$ cat config.mk
export PLATFORM = sky130hd
export DESIGN_NAME = rs_alu
export DESIGN_NICKNAME = d
export VERILOG_FILES = /design/src/rtl/rs_alu.sv
export SDC_FILE = /design/constraint.sdc
export NUM_CORES = 2
export LEC_CHECK = 0
export ABC_CLOCK_PERIOD_IN_PS = 2600
export CORE_AREA = 2 2 273 275
export DETAILED_ROUTE_END_ITERATION = 10
export DIE_AREA = 0 0 275 277
export SLEW_MARGIN = 10
export SYNTH_ARGS = -nofsm -noshare
export SYNTH_HDL_FRONTEND = slang
export SYNTH_SLANG_ARGS = --single-unit
$ cat constraint.sdc
create_clock -name i_clk -period 2.6 [get_ports i_clk]
set_input_delay 0.52 -clock i_clk [delete_from_list [all_inputs] [get_ports i_clk]]
set_output_delay 0.52 -clock i_clk [all_outputs]
set_load 0.03 [all_outputs]
$ cat src/rtl/rs_alu.sv
// Reservation station for the ALU pipe: two dispatch slots, two CDB snoop buses,
// lowest-index-first issue to one execution unit.
module rs_alu #(
    parameter int ENT_NUM    = 4,
    parameter int ENT_SEL    = 2,
    parameter int TAG_WIDTH  = 6,
    parameter int DATA_WIDTH = 32,
    parameter int OP_WIDTH   = 5
) (
    input  logic                  i_clk,
    input  logic                  i_rst_n,
    input  logic                  i_flush,
    input  logic                  i_we_1,
    input  logic [ENT_SEL-1:0]    i_wsel_1,
    input  logic [OP_WIDTH-1:0]   i_op_1,
    input  logic [TAG_WIDTH-1:0]  i_dst_tag_1,
    input  logic                  i_src1_rdy_1,
    input  logic [DATA_WIDTH-1:0] i_src1_data_1,
    input  logic [TAG_WIDTH-1:0]  i_src1_tag_1,
    input  logic                  i_src2_rdy_1,
    input  logic [DATA_WIDTH-1:0] i_src2_data_1,
    input  logic [TAG_WIDTH-1:0]  i_src2_tag_1,
    input  logic                  i_we_2,
    input  logic [ENT_SEL-1:0]    i_wsel_2,
    input  logic [OP_WIDTH-1:0]   i_op_2,
    input  logic [TAG_WIDTH-1:0]  i_dst_tag_2,
    input  logic                  i_src1_rdy_2,
    input  logic [DATA_WIDTH-1:0] i_src1_data_2,
    input  logic [TAG_WIDTH-1:0]  i_src1_tag_2,
    input  logic                  i_src2_rdy_2,
    input  logic [DATA_WIDTH-1:0] i_src2_data_2,
    input  logic [TAG_WIDTH-1:0]  i_src2_tag_2,
    input  logic                  i_cdb_vld_1,
    input  logic [TAG_WIDTH-1:0]  i_cdb_tag_1,
    input  logic [DATA_WIDTH-1:0] i_cdb_data_1,
    input  logic                  i_cdb_vld_2,
    input  logic [TAG_WIDTH-1:0]  i_cdb_tag_2,
    input  logic [DATA_WIDTH-1:0] i_cdb_data_2,
    input  logic                  i_issue_rdy,
    output logic [ENT_NUM-1:0]    o_busy_vec,
    output logic                  o_issue_vld,
    output logic [OP_WIDTH-1:0]   o_issue_op,
    output logic [DATA_WIDTH-1:0] o_issue_src1,
    output logic [DATA_WIDTH-1:0] o_issue_src2,
    output logic [TAG_WIDTH-1:0]  o_issue_dst_tag
);

    // Resolve one operand against both CDBs; CDB 2 takes precedence. Result is {rdy, data}.
    function automatic logic [DATA_WIDTH:0] wake_operand(
        input logic                  rdy,
        input logic [TAG_WIDTH-1:0]  tag,
        input logic [DATA_WIDTH-1:0] data,
        input logic                  vld1,
        input logic [TAG_WIDTH-1:0]  tag1,
        input logic [DATA_WIDTH-1:0] data1,
        input logic                  vld2,
        input logic [TAG_WIDTH-1:0]  tag2,
        input logic [DATA_WIDTH-1:0] data2
    );
        logic [DATA_WIDTH:0] res;
        if (!rdy && vld2 && (tag == tag2)) begin
            res = {1'b1, data2};
        end else if (!rdy && vld1 && (tag == tag1)) begin
            res = {1'b1, data1};
        end else begin
            res = {rdy, data};
        end
        return res;
    endfunction

    logic [ENT_NUM-1:0]                 r_busy;
    logic [ENT_NUM-1:0][OP_WIDTH-1:0]   r_op;
    logic [ENT_NUM-1:0][TAG_WIDTH-1:0]  r_dst_tag;
    logic [ENT_NUM-1:0]                 r_s1_rdy;
    logic [ENT_NUM-1:0][TAG_WIDTH-1:0]  r_s1_tag;
    logic [ENT_NUM-1:0][DATA_WIDTH-1:0] r_s1_data;
    logic [ENT_NUM-1:0]                 r_s2_rdy;
    logic [ENT_NUM-1:0][TAG_WIDTH-1:0]  r_s2_tag;
    logic [ENT_NUM-1:0][DATA_WIDTH-1:0] r_s2_data;

    logic [ENT_NUM-1:0]                 w_busy_nxt;
    logic [ENT_NUM-1:0][OP_WIDTH-1:0]   w_op_nxt;
    logic [ENT_NUM-1:0][TAG_WIDTH-1:0]  w_dst_tag_nxt;
    logic [ENT_NUM-1:0]                 w_s1_rdy_nxt;
    logic [ENT_NUM-1:0][TAG_WIDTH-1:0]  w_s1_tag_nxt;
    logic [ENT_NUM-1:0][DATA_WIDTH-1:0] w_s1_data_nxt;
    logic [ENT_NUM-1:0]                 w_s2_rdy_nxt;
    logic [ENT_NUM-1:0][TAG_WIDTH-1:0]  w_s2_tag_nxt;
    logic [ENT_NUM-1:0][DATA_WIDTH-1:0] w_s2_data_nxt;

    logic [ENT_NUM-1:0][DATA_WIDTH:0]   w_s1_wake;
    logic [ENT_NUM-1:0][DATA_WIDTH:0]   w_s2_wake;
    logic [DATA_WIDTH:0]                w_d1_s1;
    logic [DATA_WIDTH:0]                w_d1_s2;
    logic [DATA_WIDTH:0]                w_d2_s1;
    logic [DATA_WIDTH:0]                w_d2_s2;

    logic [ENT_NUM-1:0]                 w_ready;
    logic [ENT_SEL-1:0]                 w_sel;
    logic                               w_issue_vld;
    logic                               w_fire;

    // Dispatch/CDB bypass: operands arriving this cycle also see this cycle's broadcasts.
    assign w_d1_s1 = wake_operand(i_src1_rdy_1, i_src1_tag_1, i_src1_data_1,
                                  i_cdb_vld_1, i_cdb_tag_1, i_cdb_data_1,
                                  i_cdb_vld_2, i_cdb_tag_2, i_cdb_data_2);
    assign w_d1_s2 = wake_operand(i_src2_rdy_1, i_src2_tag_1, i_src2_data_1,
                                  i_cdb_vld_1, i_cdb_tag_1, i_cdb_data_1,
                                  i_cdb_vld_2, i_cdb_tag_2, i_cdb_data_2);
    assign w_d2_s1 = wake_operand(i_src1_rdy_2, i_src1_tag_2, i_src1_data_2,
                                  i_cdb_vld_1, i_cdb_tag_1, i_cdb_data_1,
                                  i_cdb_vld_2, i_cdb_tag_2, i_cdb_data_2);
    assign w_d2_s2 = wake_operand(i_src2_rdy_2, i_src2_tag_2, i_src2_data_2,
                                  i_cdb_vld_1, i_cdb_tag_1, i_cdb_data_1,
                                  i_cdb_vld_2, i_cdb_tag_2, i_cdb_data_2);

    for (genvar g = 0; g < ENT_NUM; g++) begin : g_ent
        assign w_s1_wake[g] = wake_operand(r_s1_rdy[g], r_s1_tag[g], r_s1_data[g],
                                           i_cdb_vld_1, i_cdb_tag_1, i_cdb_data_1,
                                           i_cdb_vld_2, i_cdb_tag_2, i_cdb_data_2);
        assign w_s2_wake[g] = wake_operand(r_s2_rdy[g], r_s2_tag[g], r_s2_data[g],
                                           i_cdb_vld_1, i_cdb_tag_1, i_cdb_data_1,
                                           i_cdb_vld_2, i_cdb_tag_2, i_cdb_data_2);
        assign w_ready[g]   = r_busy[g] & r_s1_rdy[g] & r_s2_rdy[g];
    end

    // Lowest-index ready entry wins; scanning downward leaves the lowest hit last.
    always_comb begin
        w_sel = '0;
        for (int i = ENT_NUM - 1; i >= 0; i--) begin
            w_sel = w_ready[i] ? ENT_SEL'(i) : w_sel;
        end
    end

    assign w_issue_vld     = |w_ready;
    assign w_fire          = w_issue_vld & i_issue_rdy;
    assign o_issue_vld     = w_issue_vld;
    assign o_issue_op      = w_issue_vld ? r_op[w_sel]      : '0;
    assign o_issue_src1    = w_issue_vld ? r_s1_data[w_sel] : '0;
    assign o_issue_src2    = w_issue_vld ? r_s2_data[w_sel] : '0;
    assign o_issue_dst_tag = w_issue_vld ? r_dst_tag[w_sel] : '0;
    assign o_busy_vec      = r_busy;

    // Per-entry next state: flush, then dispatch (slot 2 over slot 1), then issue/wakeup.
    always_comb begin
        w_busy_nxt    = r_busy;
        w_op_nxt      = r_op;
        w_dst_tag_nxt = r_dst_tag;
        w_s1_rdy_nxt  = r_s1_rdy;
        w_s1_tag_nxt  = r_s1_tag;
        w_s1_data_nxt = r_s1_data;
        w_s2_rdy_nxt  = r_s2_rdy;
        w_s2_tag_nxt  = r_s2_tag;
        w_s2_data_nxt = r_s2_data;
        for (int i = 0; i < ENT_NUM; i++) begin
            if (i_flush) begin
                w_busy_nxt[i] = 1'b0;
            end else if (i_we_2 && (i_wsel_2 == ENT_SEL'(i))) begin
                w_busy_nxt[i]    = 1'b1;
                w_op_nxt[i]      = i_op_2;
                w_dst_tag_nxt[i] = i_dst_tag_2;
                w_s1_tag_nxt[i]  = i_src1_tag_2;
                w_s1_rdy_nxt[i]  = w_d2_s1[DATA_WIDTH];
                w_s1_data_nxt[i] = w_d2_s1[DATA_WIDTH-1:0];
                w_s2_tag_nxt[i]  = i_src2_tag_2;
                w_s2_rdy_nxt[i]  = w_d2_s2[DATA_WIDTH];
                w_s2_data_nxt[i] = w_d2_s2[DATA_WIDTH-1:0];
            end else if (i_we_1 && (i_wsel_1 == ENT_SEL'(i))) begin
                w_busy_nxt[i]    = 1'b1;
                w_op_nxt[i]      = i_op_1;
                w_dst_tag_nxt[i] = i_dst_tag_1;
                w_s1_tag_nxt[i]  = i_src1_tag_1;
                w_s1_rdy_nxt[i]  = w_d1_s1[DATA_WIDTH];
                w_s1_data_nxt[i] = w_d1_s1[DATA_WIDTH-1:0];
                w_s2_tag_nxt[i]  = i_src2_tag_1;
                w_s2_rdy_nxt[i]  = w_d1_s2[DATA_WIDTH];
                w_s2_data_nxt[i] = w_d1_s2[DATA_WIDTH-1:0];
            end else begin
                w_busy_nxt[i] = r_busy[i] & ~(w_fire && (w_sel == ENT_SEL'(i)));
                // Idle entries must not pick up stray broadcasts.
                if (r_busy[i]) begin
                    w_s1_rdy_nxt[i]  = w_s1_wake[i][DATA_WIDTH];
                    w_s1_data_nxt[i] = w_s1_wake[i][DATA_WIDTH-1:0];
                    w_s2_rdy_nxt[i]  = w_s2_wake[i][DATA_WIDTH];
                    w_s2_data_nxt[i] = w_s2_wake[i][DATA_WIDTH-1:0];
                end else begin
                    w_s1_rdy_nxt[i]  = r_s1_rdy[i];
                    w_s1_data_nxt[i] = r_s1_data[i];
                    w_s2_rdy_nxt[i]  = r_s2_rdy[i];
                    w_s2_data_nxt[i] = r_s2_data[i];
                end
            end
        end
    end

    // Entry state registers; asynchronous reset empties the station immediately.
    always_ff @(posedge i_clk or negedge i_rst_n) begin
        if (!i_rst_n) begin
            r_busy    <= '0;
            r_op      <= '0;
            r_dst_tag <= '0;
            r_s1_rdy  <= '0;
            r_s1_tag  <= '0;
            r_s1_data <= '0;
            r_s2_rdy  <= '0;
            r_s2_tag  <= '0;
            r_s2_data <= '0;
        end else begin
            r_busy    <= w_busy_nxt;
            r_op      <= w_op_nxt;
            r_dst_tag <= w_dst_tag_nxt;
            r_s1_rdy  <= w_s1_rdy_nxt;
            r_s1_tag  <= w_s1_tag_nxt;
            r_s1_data <= w_s1_data_nxt;
            r_s2_rdy  <= w_s2_rdy_nxt;
            r_s2_tag  <= w_s2_tag_nxt;
            r_s2_data <= w_s2_data_nxt;
        end
    end

endmodule

==> qor.txt <==
Worst Path Arrival - 2.50 ns
RSZ-0062 raised after global routing - true
status - complete, but fails checks
number of enable flip-flop cells after synthesis - 0
kind of end point of the critical path - output port
sinks on the clock net - 360
Antenna Nets Post-Route - 0
iteration-0 DRC count of the detailed router - 5497
die area - 0.0762 sq mm
summed instance area of the synthesized netlist - 0.0277 sq mm
initial antenna violation count - 12
H-tree depth - 2
share of cells above drive strength 1 - 23.0%
count of final max-slew check failures - 0
clock root buffer master - clkbuf_16
aggregate routed wire length - 158 mm
area of the placeable core - 0.0736 sq mm
synthesized area divided by synthesized cell count - 7.59 sq um
part of the Yosys area used for sequential elements - 32.5%
number of standard-cell rows in the floorplan - 100
static leakage - 16.0 nW
path type of the worst min-delay path - primary input to async pin
worst skew pair latency - 0.61 ns
final number of hold-violating endpoints - 0
final number of setup-violating endpoints - 76
clock tree from TritonCTS - done
Worst Setup Start Kind - flop
cell type of the slowest stage on the worst timing path - a221o_2
Warnings, synthesis - 0
highest routed metal layer - met5
most common library cell in the layout ignoring fill and taps - nor2_1
met2 wire length - 64.7 mm
area overhead of the layout relative to synthesis - 44.1%
Register-to-Register Path Depth - 7
WL met1 - 56.7 mm
drt pass-1 iters - 7
most frequently used flop master after synthesis - dfrtp_1
CP Class - flop to output port
setup slack after layout - -0.415 ns
Critical Path Fanout Max - 7
Post-DP Area - 0.0371 sq mm
Async S/R FF share, synth - 100%
commonest cells after routing, fill and taps aside - 539 x nor2_1, 484 x buf_4, 473 x nand2_1
maximum VDD drop - 510 uV
weighted congestion at the end of routability-driven global placement - 0.985
violated checks - setup timing
die width - 275 um
share of the clock period used by the worst path after layout - 116%
Starting Density - 37.6%
Netlist cell types - 61
critical register-to-register path startpoint - r_s1_tag[5]
clock period minus worst slack - 3.02 ns
Synth Net Count - 3915
max frequency - 332 MHz
worst setup path startpoint - r_s1_rdy[1]
I/O pins - 346
routed length per placed instance - 30.2 um
largest buffer count on any clock path - 3
die outline height - 277 um
worst-case setup slack after placement - -0.663 ns
reported max-cap violation count - 0
pin count of the biggest net entering global routing - 76
critical path data required time - 2.08 ns
global route total overflow - 0
vias after detailed routing - 35384
Mapped Cells - 3649
via count of the first global-routing pass - 33868
worst setup slack for register-to-register paths - 0.24 ns
hold slack - 0.441 ns
all-layer global routing usage - 39.7%
slew of the pin with the lowest slew margin - 0.711 ns
power per cell area - 597 mW/mm^2
FF-to-FF End - r_s1_data[6]
post-CTS clock slew at the launch and capture registers of the worst setup and hold paths - 0.06 ns
IO Port Bufs - 345
Slew HR - 52.5%
number of nets in the final layout - 4497
capture point of the critical path - o_issue_src1[0]
Residual DRC - 0
detailed-route vias per instance - 6.76
sum of met3 wire segment lengths after detailed routing - 22.1 mm
library cell appearing most often on the critical path - buf_6
highest cell delay on the worst timing path - 0.44 ns
cells traversed along the worst timing path - and3_4, buf_12, nor4_4, buf_6, buf_12, buf_6, a221o_2, buf_6
post-route design area - 0.0399 sq mm
global-route wire length before repair - 226 mm
post-synthesis sequential element count - 360
Worst Skew - 0.0226 ns
TritonCTS buffer count - 45
post-detail-place hpwl - 102 mm
==> per-stage QoR <==
stage               power, W  setup TNS (ns)  instances  utilization [%]
floorplan             0.0125          -0.183       3649                -
CTS                   0.0232          -20.80       5220             53.3
detailed placement    0.0163         -118.36       5120             50.4
global route          0.0246          -26.38       5236             54.2
global placement      0.0162         -112.29       5120             50.4
finish                0.0238          -24.11       5237             54.2
==> final cells by class <==
cell class | instances | area, sq um
sequential | 360 | 9010
antenna | 1 | 2.50
clock buffer | 72 | 1400
inverter | 19 | 71.3
fill | 6841 | 33700
tap | 969 | 1210
timing repair buffer | 1001 | 10700
multi-input combinational | 2804 | 17400
clock inverter | 11 | 109
==> critical path, delay by kind of cell, from the launching register on <==
family                 cells  cell delay, ns
AO/OA/AOI/OAI              1            0.44
AND/OR/NAND/NOR            2            0.31
flip-flops                 1            0.40
buffers and inverters      5            0.74
==> cell families after synthesis <==
family / count (synthesis) / synth area share (%)
compound gates: 1136 / 31.2
flops: 360 / 32.5
simple gates: 1492 / 23.5
buf+inv: 485 / 7.10
mux: 32 / 1.16
xor+xnor: 144 / 4.56
==> state kept, by name, summed over array words and instances, names as in the netlist, 20 cells and up <==
name and flops:
r_op 20, r_s1_tag 24, r_s2_data 128, r_dst_tag 24
r_s2_tag 24, r_s1_data 128
==> metal layers <==
layer / GRT usage [%] / vias up
li1: - / 14755
met1: 49.9 / 16615
met2: 57.2 / 3162
met3: 12.4 / 830
met4: 28.3 / 22
met5: 0 / -
==> worst min path at each step <==
stage	start	to	slack [ns]	cells past startpoint
3_3_place_gp	r_s2_data[38]	r_s2_data[38]	0.46	2
3_5_place_dp	r_s2_data[45]	r_s2_data[45]	0.46	2
4_1_cts	i_rst_n	r_s1_data[8]	0.46	2
6_report	i_rst_n	r_s1_data[12]	0.44	2
2_1_floorplan	i_rst_n	o_busy_vec[0]	0.22	0
5_1_grt	i_rst_n	r_s1_data[12]	0.48	2
==> what timing repair did <==
item	CTS	global route
pin swaps	15	18
resized for setup	96	77
buffers inserted	10	8
cloned	7	8
setup endpoints to repair	77	165
hold buffers	1	0
hold endpoints to repair	43	0
==> power by group <==
group	internal [W]	total (W)	switching, W
combinational	0.00384	0.00845	0.00461
sequential	0.00737	0.00871	0.00134
clock	0.00387	0.00665	0.00278
total	0.0151	0.0238	0.00873
==> synthesized netlist by cell type, types with 5 or more instances <==
cell / count / area, sq um
o22a_1: 9 / 78.8
a31o_2: 10 / 87.6
inv_1: 19 / 71.3
nor3b_1: 5 / 37.5
a22oi_1: 75 / 563
a211oi_1: 68 / 510
nor2_1: 550 / 2060
nor2b_1: 64 / 400
a21oi_1: 7 / 35.0
buf_2: 56 / 280
and2_1: 32 / 200
o21ai_0: 160 / 801
o32a_1: 60 / 601
nand3b_1: 10 / 75.1
xor2_1: 36 / 315
or2_1: 6 / 37.5
or2_2: 7 / 43.8
nand4_1: 16 / 100
o41ai_1: 115 / 1010
a221o_1: 107 / 1070
nand2_1: 476 / 1790
a41oi_1: 40 / 350
mux2i_1: 32 / 320
nor4_1: 7 / 43.8
nor3_1: 169 / 846
nand3_1: 121 / 606
a31oi_1: 185 / 1160
o22ai_1: 27 / 169
dfrtp_1: 360 / 9010
buf_1: 13 / 48.8
o31ai_1: 65 / 488
a221oi_1: 92 / 806
o21ai_1: 32 / 160
clkbuf_1: 378 / 1420
o221ai_1: 52 / 455
a21o_1: 6 / 45.0
xnor2_1: 108 / 946
and3_1: 11 / 68.8
buf_4: 18 / 135
Power figures use the tool's default switching activity.
